===== config.mk =====
export PLATFORM = sky130hd
export DESIGN_NAME = muldiv_iter_unit
export DESIGN_NICKNAME = d
export VERILOG_FILES = /design/src/rtl/muldiv_iter_unit.sv
export SDC_FILE = /design/constraint.sdc
export NUM_CORES = 2
export LEC_CHECK = 0
export ABC_AREA = 1
export BUFFER_PORTS_ARGS = -buffer_cell sky130_fd_sc_hd__clkbuf_2
export CORE_UTILIZATION = 40
export CTS_CLUSTER_SIZE = 28
export DETAILED_ROUTE_END_ITERATION = 7
export GPL_TIMING_DRIVEN = 1
export PLACE_DENSITY_LB_ADDON = 0.05
export SLEW_MARGIN = 20
export SYNTH_ARGS = -nofsm -noshare
export SYNTH_HDL_FRONTEND = slang
export SYNTH_SLANG_ARGS = --single-unit
export TNS_END_PERCENT = 50

===== constraint.sdc =====
create_clock -name clk_i -period 14.85 [get_ports clk_i]
set_clock_uncertainty 0.1 [all_clocks]
set_input_delay 0.7425 -clock clk_i [delete_from_list [all_inputs] [get_ports clk_i]]
set_output_delay 0.7425 -clock clk_i [all_outputs]
set_load 0.03 [all_outputs]

===== src/rtl/muldiv_iter_unit.sv =====
// Iterative multiply / multiply-accumulate / divide unit for the EX stage.
// One request in flight at a time; results land in hi/lo with a one-cycle out_valid pulse.
module muldiv_iter_unit #(
    parameter int WIDTH    = 32,
    parameter int MUL_LAT  = 2,
    parameter int DIV_STEP = 1
) (
    input  logic             clk_i,
    input  logic             rst_i,
    input  logic             flush_i,
    input  logic             in_valid_i,
    input  logic [1:0]       op_i,
    input  logic             sign_i,
    input  logic [WIDTH-1:0] srca_i,
    input  logic [WIDTH-1:0] srcb_i,
    input  logic [WIDTH-1:0] in_hi_i,
    input  logic [WIDTH-1:0] in_lo_i,
    output logic             busy_o,
    output logic             out_valid_o,
    output logic [WIDTH-1:0] hi_o,
    output logic [WIDTH-1:0] lo_o,
    output logic             div_zero_o
);

    localparam logic [1:0] OP_MADD = 2'b01;
    localparam logic [1:0] OP_MSUB = 2'b10;
    localparam logic [1:0] OP_DIV  = 2'b11;
    localparam int N_ITER   = WIDTH / DIV_STEP;
    localparam int CNT_MAX  = (N_ITER > MUL_LAT) ? N_ITER : MUL_LAT;
    localparam int CNT_W    = $clog2(CNT_MAX + 1);
    localparam int MUL_LAST = (MUL_LAT >= 2) ? MUL_LAT - 2 : 0;
    localparam logic [CNT_W-1:0] MUL_LAST_C  = CNT_W'(MUL_LAST);
    localparam logic [CNT_W-1:0] ITER_LAST_C = CNT_W'(N_ITER - 1);

    typedef enum logic [2:0] {S_IDLE, S_MUL, S_DPRE, S_DITER, S_DONE} state_e;

    state_e               state_q, state_d;
    logic [CNT_W-1:0]     cnt_q, cnt_d;
    logic [WIDTH-1:0]     opA_q, opA_d, opB_q, opB_d;
    logic [2*WIDTH-1:0]   acc_q, acc_d;
    logic [1:0]           op_q, op_d;
    logic                 sign_q, sign_d;
    logic [WIDTH-1:0]     quot_q, quot_d, rem_q, rem_d, dvsr_q, dvsr_d;
    logic [WIDTH-1:0]     hi_q, hi_d, lo_q, lo_d;
    logic                 divZero_q, divZero_d;

    logic                 accept;
    logic                 useLatched, mulSign;
    logic [1:0]           mulOp;
    logic [WIDTH-1:0]     mulA, mulB;
    logic [2*WIDTH-1:0]   mulAcc, extA, extB, prod, mulRes;
    logic [WIDTH:0]       shifted;
    logic [WIDTH-1:0]     remS, quotS, absA, absB, divHi, divLo;
    logic                 negQ, negR, divByZero;

    // A request is taken when idle, or in the result cycle so ops can issue back to back.
    assign accept = in_valid_i && !flush_i && (state_q == S_IDLE || state_q == S_DONE);

    always_ff @(posedge clk_i) begin
        if (rst_i) state_q <= S_IDLE;
        else       state_q <= state_d;
    end

    always_comb begin
        state_d = state_q;
        if (flush_i) begin
            state_d = S_IDLE;
        end else begin
            case (state_q)
                S_IDLE, S_DONE: begin
                    if (!in_valid_i)           state_d = S_IDLE;
                    else if (op_i == OP_DIV)   state_d = S_DPRE;
                    else if (MUL_LAT == 1)     state_d = S_DONE;
                    else                       state_d = S_MUL;
                end
                S_MUL:   if (cnt_q == MUL_LAST_C)  state_d = S_DONE;
                S_DPRE:  state_d = S_DITER;
                S_DITER: if (cnt_q == ITER_LAST_C) state_d = S_DONE;
                default: state_d = S_IDLE;
            endcase
        end
    end

    always_comb begin
        busy_o      = (state_q != S_IDLE) && !accept;
        out_valid_o = (state_q == S_DONE);
    end

    // With MUL_LAT == 1 the product is formed straight from the ports at the accept edge.
    always_comb begin
        useLatched = (state_q == S_MUL);
        mulA    = useLatched ? opA_q  : srca_i;
        mulB    = useLatched ? opB_q  : srcb_i;
        mulSign = useLatched ? sign_q : sign_i;
        mulOp   = useLatched ? op_q   : op_i;
        mulAcc  = useLatched ? acc_q  : {in_hi_i, in_lo_i};
        extA    = mulSign ? {{WIDTH{mulA[WIDTH-1]}}, mulA} : {{WIDTH{1'b0}}, mulA};
        extB    = mulSign ? {{WIDTH{mulB[WIDTH-1]}}, mulB} : {{WIDTH{1'b0}}, mulB};
        prod    = extA * extB;
        case (mulOp)
            OP_MADD: mulRes = mulAcc + prod;
            OP_MSUB: mulRes = mulAcc - prod;
            default: mulRes = prod;
        endcase
    end

    // Restoring divide on magnitudes; the sign fix-up is folded into the final iteration.
    always_comb begin
        remS    = rem_q;
        quotS   = quot_q;
        shifted = '0;
        for (int i = 0; i < DIV_STEP; i++) begin
            shifted = {remS, quotS[WIDTH-1]};
            quotS   = {quotS[WIDTH-2:0], 1'b0};
            if (shifted >= {1'b0, dvsr_q}) begin
                shifted  = shifted - {1'b0, dvsr_q};
                quotS[0] = 1'b1;
            end
            remS = shifted[WIDTH-1:0];
        end
        absA      = (sign_q && opA_q[WIDTH-1]) ? -opA_q : opA_q;
        absB      = (sign_q && opB_q[WIDTH-1]) ? -opB_q : opB_q;
        negQ      = sign_q && (opA_q[WIDTH-1] ^ opB_q[WIDTH-1]);
        negR      = sign_q && opA_q[WIDTH-1];
        divByZero = (opB_q == '0);
        if (divByZero) begin
            divLo = '1;
            divHi = opA_q;
        end else begin
            divLo = negQ ? -quotS : quotS;
            divHi = negR ? -remS  : remS;
        end
    end

    always_comb begin
        cnt_d = cnt_q;  opA_d = opA_q;  opB_d = opB_q;  acc_d = acc_q;
        op_d = op_q;    sign_d = sign_q;
        quot_d = quot_q; rem_d = rem_q;  dvsr_d = dvsr_q;
        hi_d = hi_q;    lo_d = lo_q;     divZero_d = divZero_q;
        if (accept) begin
            opA_d  = srca_i;
            opB_d  = srcb_i;
            acc_d  = {in_hi_i, in_lo_i};
            op_d   = op_i;
            sign_d = sign_i;
            cnt_d  = '0;
            if (op_i != OP_DIV && MUL_LAT == 1) begin
                {hi_d, lo_d} = mulRes;
                divZero_d    = 1'b0;
            end
        end else if (!flush_i) begin
            case (state_q)
                S_MUL: begin
                    cnt_d = cnt_q + CNT_W'(1);
                    if (cnt_q == MUL_LAST_C) begin
                        {hi_d, lo_d} = mulRes;
                        divZero_d    = 1'b0;
                    end
                end
                S_DPRE: begin
                    quot_d = absA;
                    dvsr_d = absB;
                    rem_d  = '0;
                    cnt_d  = '0;
                end
                S_DITER: begin
                    quot_d = quotS;
                    rem_d  = remS;
                    cnt_d  = cnt_q + CNT_W'(1);
                    if (cnt_q == ITER_LAST_C) begin
                        hi_d      = divHi;
                        lo_d      = divLo;
                        divZero_d = divByZero;
                    end
                end
                default: ;
            endcase
        end
    end

    always_ff @(posedge clk_i) begin
        if (rst_i) begin
            cnt_q <= '0;  opA_q <= '0;  opB_q <= '0;  acc_q <= '0;
            op_q <= '0;   sign_q <= 1'b0;
            quot_q <= '0; rem_q <= '0;  dvsr_q <= '0;
            hi_q <= '0;   lo_q <= '0;   divZero_q <= 1'b0;
        end else begin
            cnt_q <= cnt_d;   opA_q <= opA_d;  opB_q <= opB_d;  acc_q <= acc_d;
            op_q <= op_d;     sign_q <= sign_d;
            quot_q <= quot_d; rem_q <= rem_d;  dvsr_q <= dvsr_d;
            hi_q <= hi_d;     lo_q <= lo_d;    divZero_q <= divZero_d;
        end
    end

    assign hi_o       = hi_q;
    assign lo_o       = lo_q;
    assign div_zero_o = divZero_q;

endmodule


Word level (Yosys, flattened, before mapping)

Cells that the tools add are included.

Input port bits: 135
Register bits: 301
Output and inout bits: 67

Reductions and logical operators: 25
Add/subtract/negate cells: 8
Bitwise logic cells: 3
Multiplexer cells: 33
Magnitude comparators: 1
$mul: 1
Equality and inequality tests: 10

Operator list:

| kind                  | count |
|---|---|
| $mux W32              | 13 |
| $pmux W32 S2          | 4 |
| $mux W64              | 3 |
| $neg A32 Y32          | 4 |
| $pmux W64 S2          | 1 |
| $add A64 B64 Y64      | 1 |
| $mul A64 B64 Y64      | 1 |
| $sub A64 B64 Y64      | 1 |
| $ge A33 B32 Y1        | 1 |
| $logic_not A32 Y1     | 1 |
| $sub A32 B32 Y32      | 1 |
| $pmux W3 S4           | 1 |
| $pmux W6 S2           | 1 |
| $reduce_or A2 Y1      | 4 |
| $add A6 B1 Y6 const B | 1 |
| $eq A3 B2 Y1 const B  | 2 |
| $eq A6 B5 Y1 const B  | 1 |
| $logic_and A1 B1 Y1   | 6 |
| $logic_not A6 Y1      | 1 |
| $mux W2               | 3 |
| $mux W3               | 2 |
| $reduce_and A3 Y1     | 2 |
| $reduce_bool A2 Y1    | 3 |
| $reduce_and A5 Y1     | 1 |
| other kinds (15)      | 22 |

Depth between registers and ports, before layout

Depth after elaboration: 8
Depth in mapped cells: 71

Worst setup path after synthesis

OpenSTA, ideal clock, no wires.

Path kind: register to register
Start: register state_q[2]
End: register hi_q[31], in the netlist hi_o[31]
Setup time: 0.109 ns
Path slack: 2.767 ns
Data arrival time: 11.874 ns
Period minus slack after synthesis: 12.083 ns
Stages on the path, launching flop included: 62
Path through: dfxtp_1 nor2_8 nand2_4 buf_2 clkbuf_1 clkbuf_1 buf_1 nand2_1 o21ai_0 inv_1 clkbuf_1 nor2_1 fa_1 fa_1 fa_1 inv_1 fa_1 fa_1 (+26 left out) ha_1 nand2_1 nor2_1 inv_1 nor4_1 inv_1 nor2_1 o21ai_0 nand3_1 nand3_1 nand2_1 inv_1 nand4_1 nand3_1 nand2_1 nand3_1 nand2_1 inv_1

Cells in the longest elaborated chain, start to end: 8
Elaborated cells between the ends (all ways): 26

RTL lines:

| item                                                        | RTL line | RTL |
|---|---|---|
| start, declared                                             | 37       | `state_e state_q, state_d;` |
| start signal, assigned                                      | 61       | `else state_q <= state_d;` |
| $eq A3 B1 Y1                                                | 91, 152  |  |
| $mux W32 (tied with other cells)                            | 92       | `mulA = useLatched ? opA_q : srca_i;` |
| $mux W64 (on tied branches)                                 | 97, 98   |  |
| $mul A64 B64 Y64                                            | 99       | `prod = extA * extB;` |
| $sub A64 B64 Y64 / $add A64 B64 Y64 (equally long branches) | 102, 101 |  |
| $pmux W64 S2                                                | 100      | `case (mulOp)` |
| $mux W32                                                    | 155      | `if (cnt_q == MUL_LAST_C) begin` |
| $pmux W32 S2                                                | 152      | `case (state_q)` |
| end signal, assigned                                        | 191      | `hi_q <= hi_d; lo_q <= lo_d; divZero_q <= divZero_d;` |
| end, declared                                               | 44       | `logic [WIDTH-1:0] hi_q, hi_d, lo_q, lo_d;` |

Several ways; a longest one is shown, not always the timed one. The select of a mux whose other input is x is not followed.
A chain may end at the register's enable or synchronous reset.

Worst setup path after layout

Start: register state_q[0]
End: register hi_q[17], in the netlist hi_o[17]

Same word-level chain as after synthesis.

==> results.ini <==
[run_status]
status=finished clean

[cells_and_area]
final_area_mm2=0.0791
syn_to_final_growth_pct=8.76
drive_above_1_share=0.0766
fillers=18901
final_cells=12250
nets=11819

[synth]
ys_seq_area_frac=0.0829
ys_seq_elements=301
synth.area.top_cells=fa_1 (40%), inv_1 (12%), nand2_1 (9.6%)
synth_most_common_cell=inv_1
yosys.area.top_type=fa_1
synth_edf_count=0
ys.flop_type=dfxtp_1
synth.top_cell.area_share=0.395
syn_avg_cell_area_um2=7.50
synth_cell_types=65
syn_inst=9699
async_flop_share=0
yosysWarnings=0
syn_area_mm2=0.0727
syn_nets=11671
synthTopCellsByCount=inv_1 (2,229), nand2_1 (1,859), fa_1 (1,435), nor2_1 (1,182), a21oi_1 (422)

[global_route]
overflow=0
grt_pass1_wl_um=462000
grt_pass1_vias=67143
grt_max_degree=117
antenna_found_initial=17
grt.total_usage=0.345

[route]
wl_per_cell_um=25.7
drt_iter0_drc=5371
vias=64811
routed_wirelength_um=315000
dr.pass1.iters=5
final_antenna_net_count=0
drc=0
vias_per_cell=5.29

[floorplanning]
num_rows=156
core-area_mm2=0.181
die-area_mm2=0.184
start_util=0.402
ios=202
die_x_um=428
die_h_um=428

[sta]
finalCritPeriodShare=0.971
finalHoldViolCount=0
tightest_slew_ns=1.20
setup_viol=0
slew_headroom=0.203
fin_crit_ns=14.42
worst_slack_ns=0.432
drv_slew=0
fmax_ghz=0.0694

[worst_setup_path]
critPathMaxStageDelay_ns=0.62
cp_data_arrival_time_ns=14.83
cp-end-kind=flop
start_kind=flop
cpMostUsedCell=inv_1
path_max_fanout=45
cpMaxStageDelayCell=o211ai_1
crit_type=flop to flop
cp.required_ns=15.27

[cts]
cts.clk_slew.worst_paths_ns=0.07
holdBufCountCts=0
tritoncts=done
ctsLongestPathBuffers=3
clock_latency_ns=0.62
cts_root_buffer=clkbuf_16
numCtsBuffers=36
cts_sinks=301
htree_levels=2

[place]
dp.cells=12144
place_ws_ns=-0.413
dp_hpwl_um=268000
dpl_cell_area_mm2=0.0772
gp_congestion=1.01
portBuffers=201

[worst_hold_path]
holdCritPathClass=primary input to flop

[run]
maxCapViolCount=0

## layer usage
metal  up-vias  wire [um]  global-route usage  part of all wire
li1      29298          -                   -                 -
met1     32583     129000               0.442              0.41
met2      2379     146000               0.567              0.46
met3       529      22400              0.0586             0.071
met4        22      16800               0.160             0.053
met5         -        166                   0           0.00053
## state kept, by name, indices dropped and copies added, names as in the netlist, 2 cells and up
signal and cells:
opB_q 32, dvsr_q 32, hi_o 32, opA_q 32, lo_o 32, state_q 3, quot_q 32, rem_q 32
op_q 2, cnt_q 6, acc_q 64
## path summary, 6_finish.rpt
| path | startpoint | end | slack [ns] | cells past startpoint |
|---|---|---|---|---|
| worst max-delay path | state_q[0] | hi_o[17] | 0.43 | 54 |
| worst min-delay path | in_hi_i[15] | acc_q[47] | 0.27 | 3 |
| worst max register to register | state_q[0] | hi_o[17] | 0.43 | 54 |
| worst min register to register | lo_o[9] | lo_o[9] | 0.37 | 2 |
## cells in the final DEF, fill, tap and decap left out, types with 9 or more instances in the layout
cell           n
clkinv_1      19
o221ai_1      39
nor3_1        64
clkinvlp_4    15
or2_2         47
dfxtp_1      301
nand3_1      230
buf_6         17
buf_4        223
o21ai_1       37
a21oi_1      419
nor2_1      1170
clkbuf_16     36
o21a_1        23
a31oi_1       40
nand2_1     1855
a211oi_1       9
ha_1         401
o211ai_1      57
a41oi_1       10
o21bai_1      26
inv_1       2217
xor2_1       170
inv_2         16
buf_12        10
o21ai_4       17
nand3b_1      18
a21o_1        20
nor3_2        10
nand2_2       30
o21ai_2       42
nand4_1       46
nor2_4         9
nor4_1        18
nor2_2        20
o21ai_0      397
xnor2_1       48
clkbuf_1       9
fa_1        1435
clkbuf_2     200
## through the flow
step                hold WS (ns)  setup TNS [ns]  utilization
floorplan                  0.339               0            -
global placement           0.353          -0.358        0.427
detailed placement         0.359          -0.413        0.427
CTS                        0.249               0        0.434
global route               0.279        -0.00729        0.438
finish                     0.274               0        0.438
## worst max-delay path, delay by kind of cell (launching register included)
kind	cells	cell delay, ns
fa+ha+maj	12	5.45
simple gates	17	3.15
buf+inv	16	2.44
compound gates	6	2.06
xor+xnor	3	0.62
flops	1	0.42
## cell families (layout without fill, tap and decap cells)
| family | Yosys count | count (layout) | share of synthesized area |
|---|---|---|---|
| adders and majority gates | 1837 | 1837 | 0.464 |
| buffers and inverters | 2612 | 2786 | 0.136 |
| DFF | 301 | 301 | 0.0829 |
| xor gates and xnor gates | 221 | 221 | 0.0266 |
| muxes | 2 | 2 | 0.000275 |
| AOI/OAI and AO/OA | 1179 | 1179 | 0.0919 |
| other | 0 | 7 | 0 |
| and+or+nand+nor | 3547 | 3547 | 0.198 |
## final cells by class
class | instances | area, um^2 | share of cell area
clock inverters | 14 | 175 | 0.00221
inverters | 2270 | 8580 | 0.109
repair buffers | 452 | 3100 | 0.0391
flip-flops and latches | 301 | 6030 | 0.0762
well taps | 2370 | 2970 | 0.0375
diodes | 7 | 17.5 | 0.000221
clock buffers | 50 | 1000 | 0.0127
multi-input cells | 6786 | 57200 | 0.724
## timing repair
item / in CTS / in global routing
pin swaps: 0 / 5
setup buffers: 7 / 28
setup endpoints to repair: 1 / 16
endpoints found under the hold margin: 0 / 0
gates resized for setup: 9 / 64
Power is not shown: default switching activity piles up to over one toggle a cycle in this logic, so the estimate is an artifact.
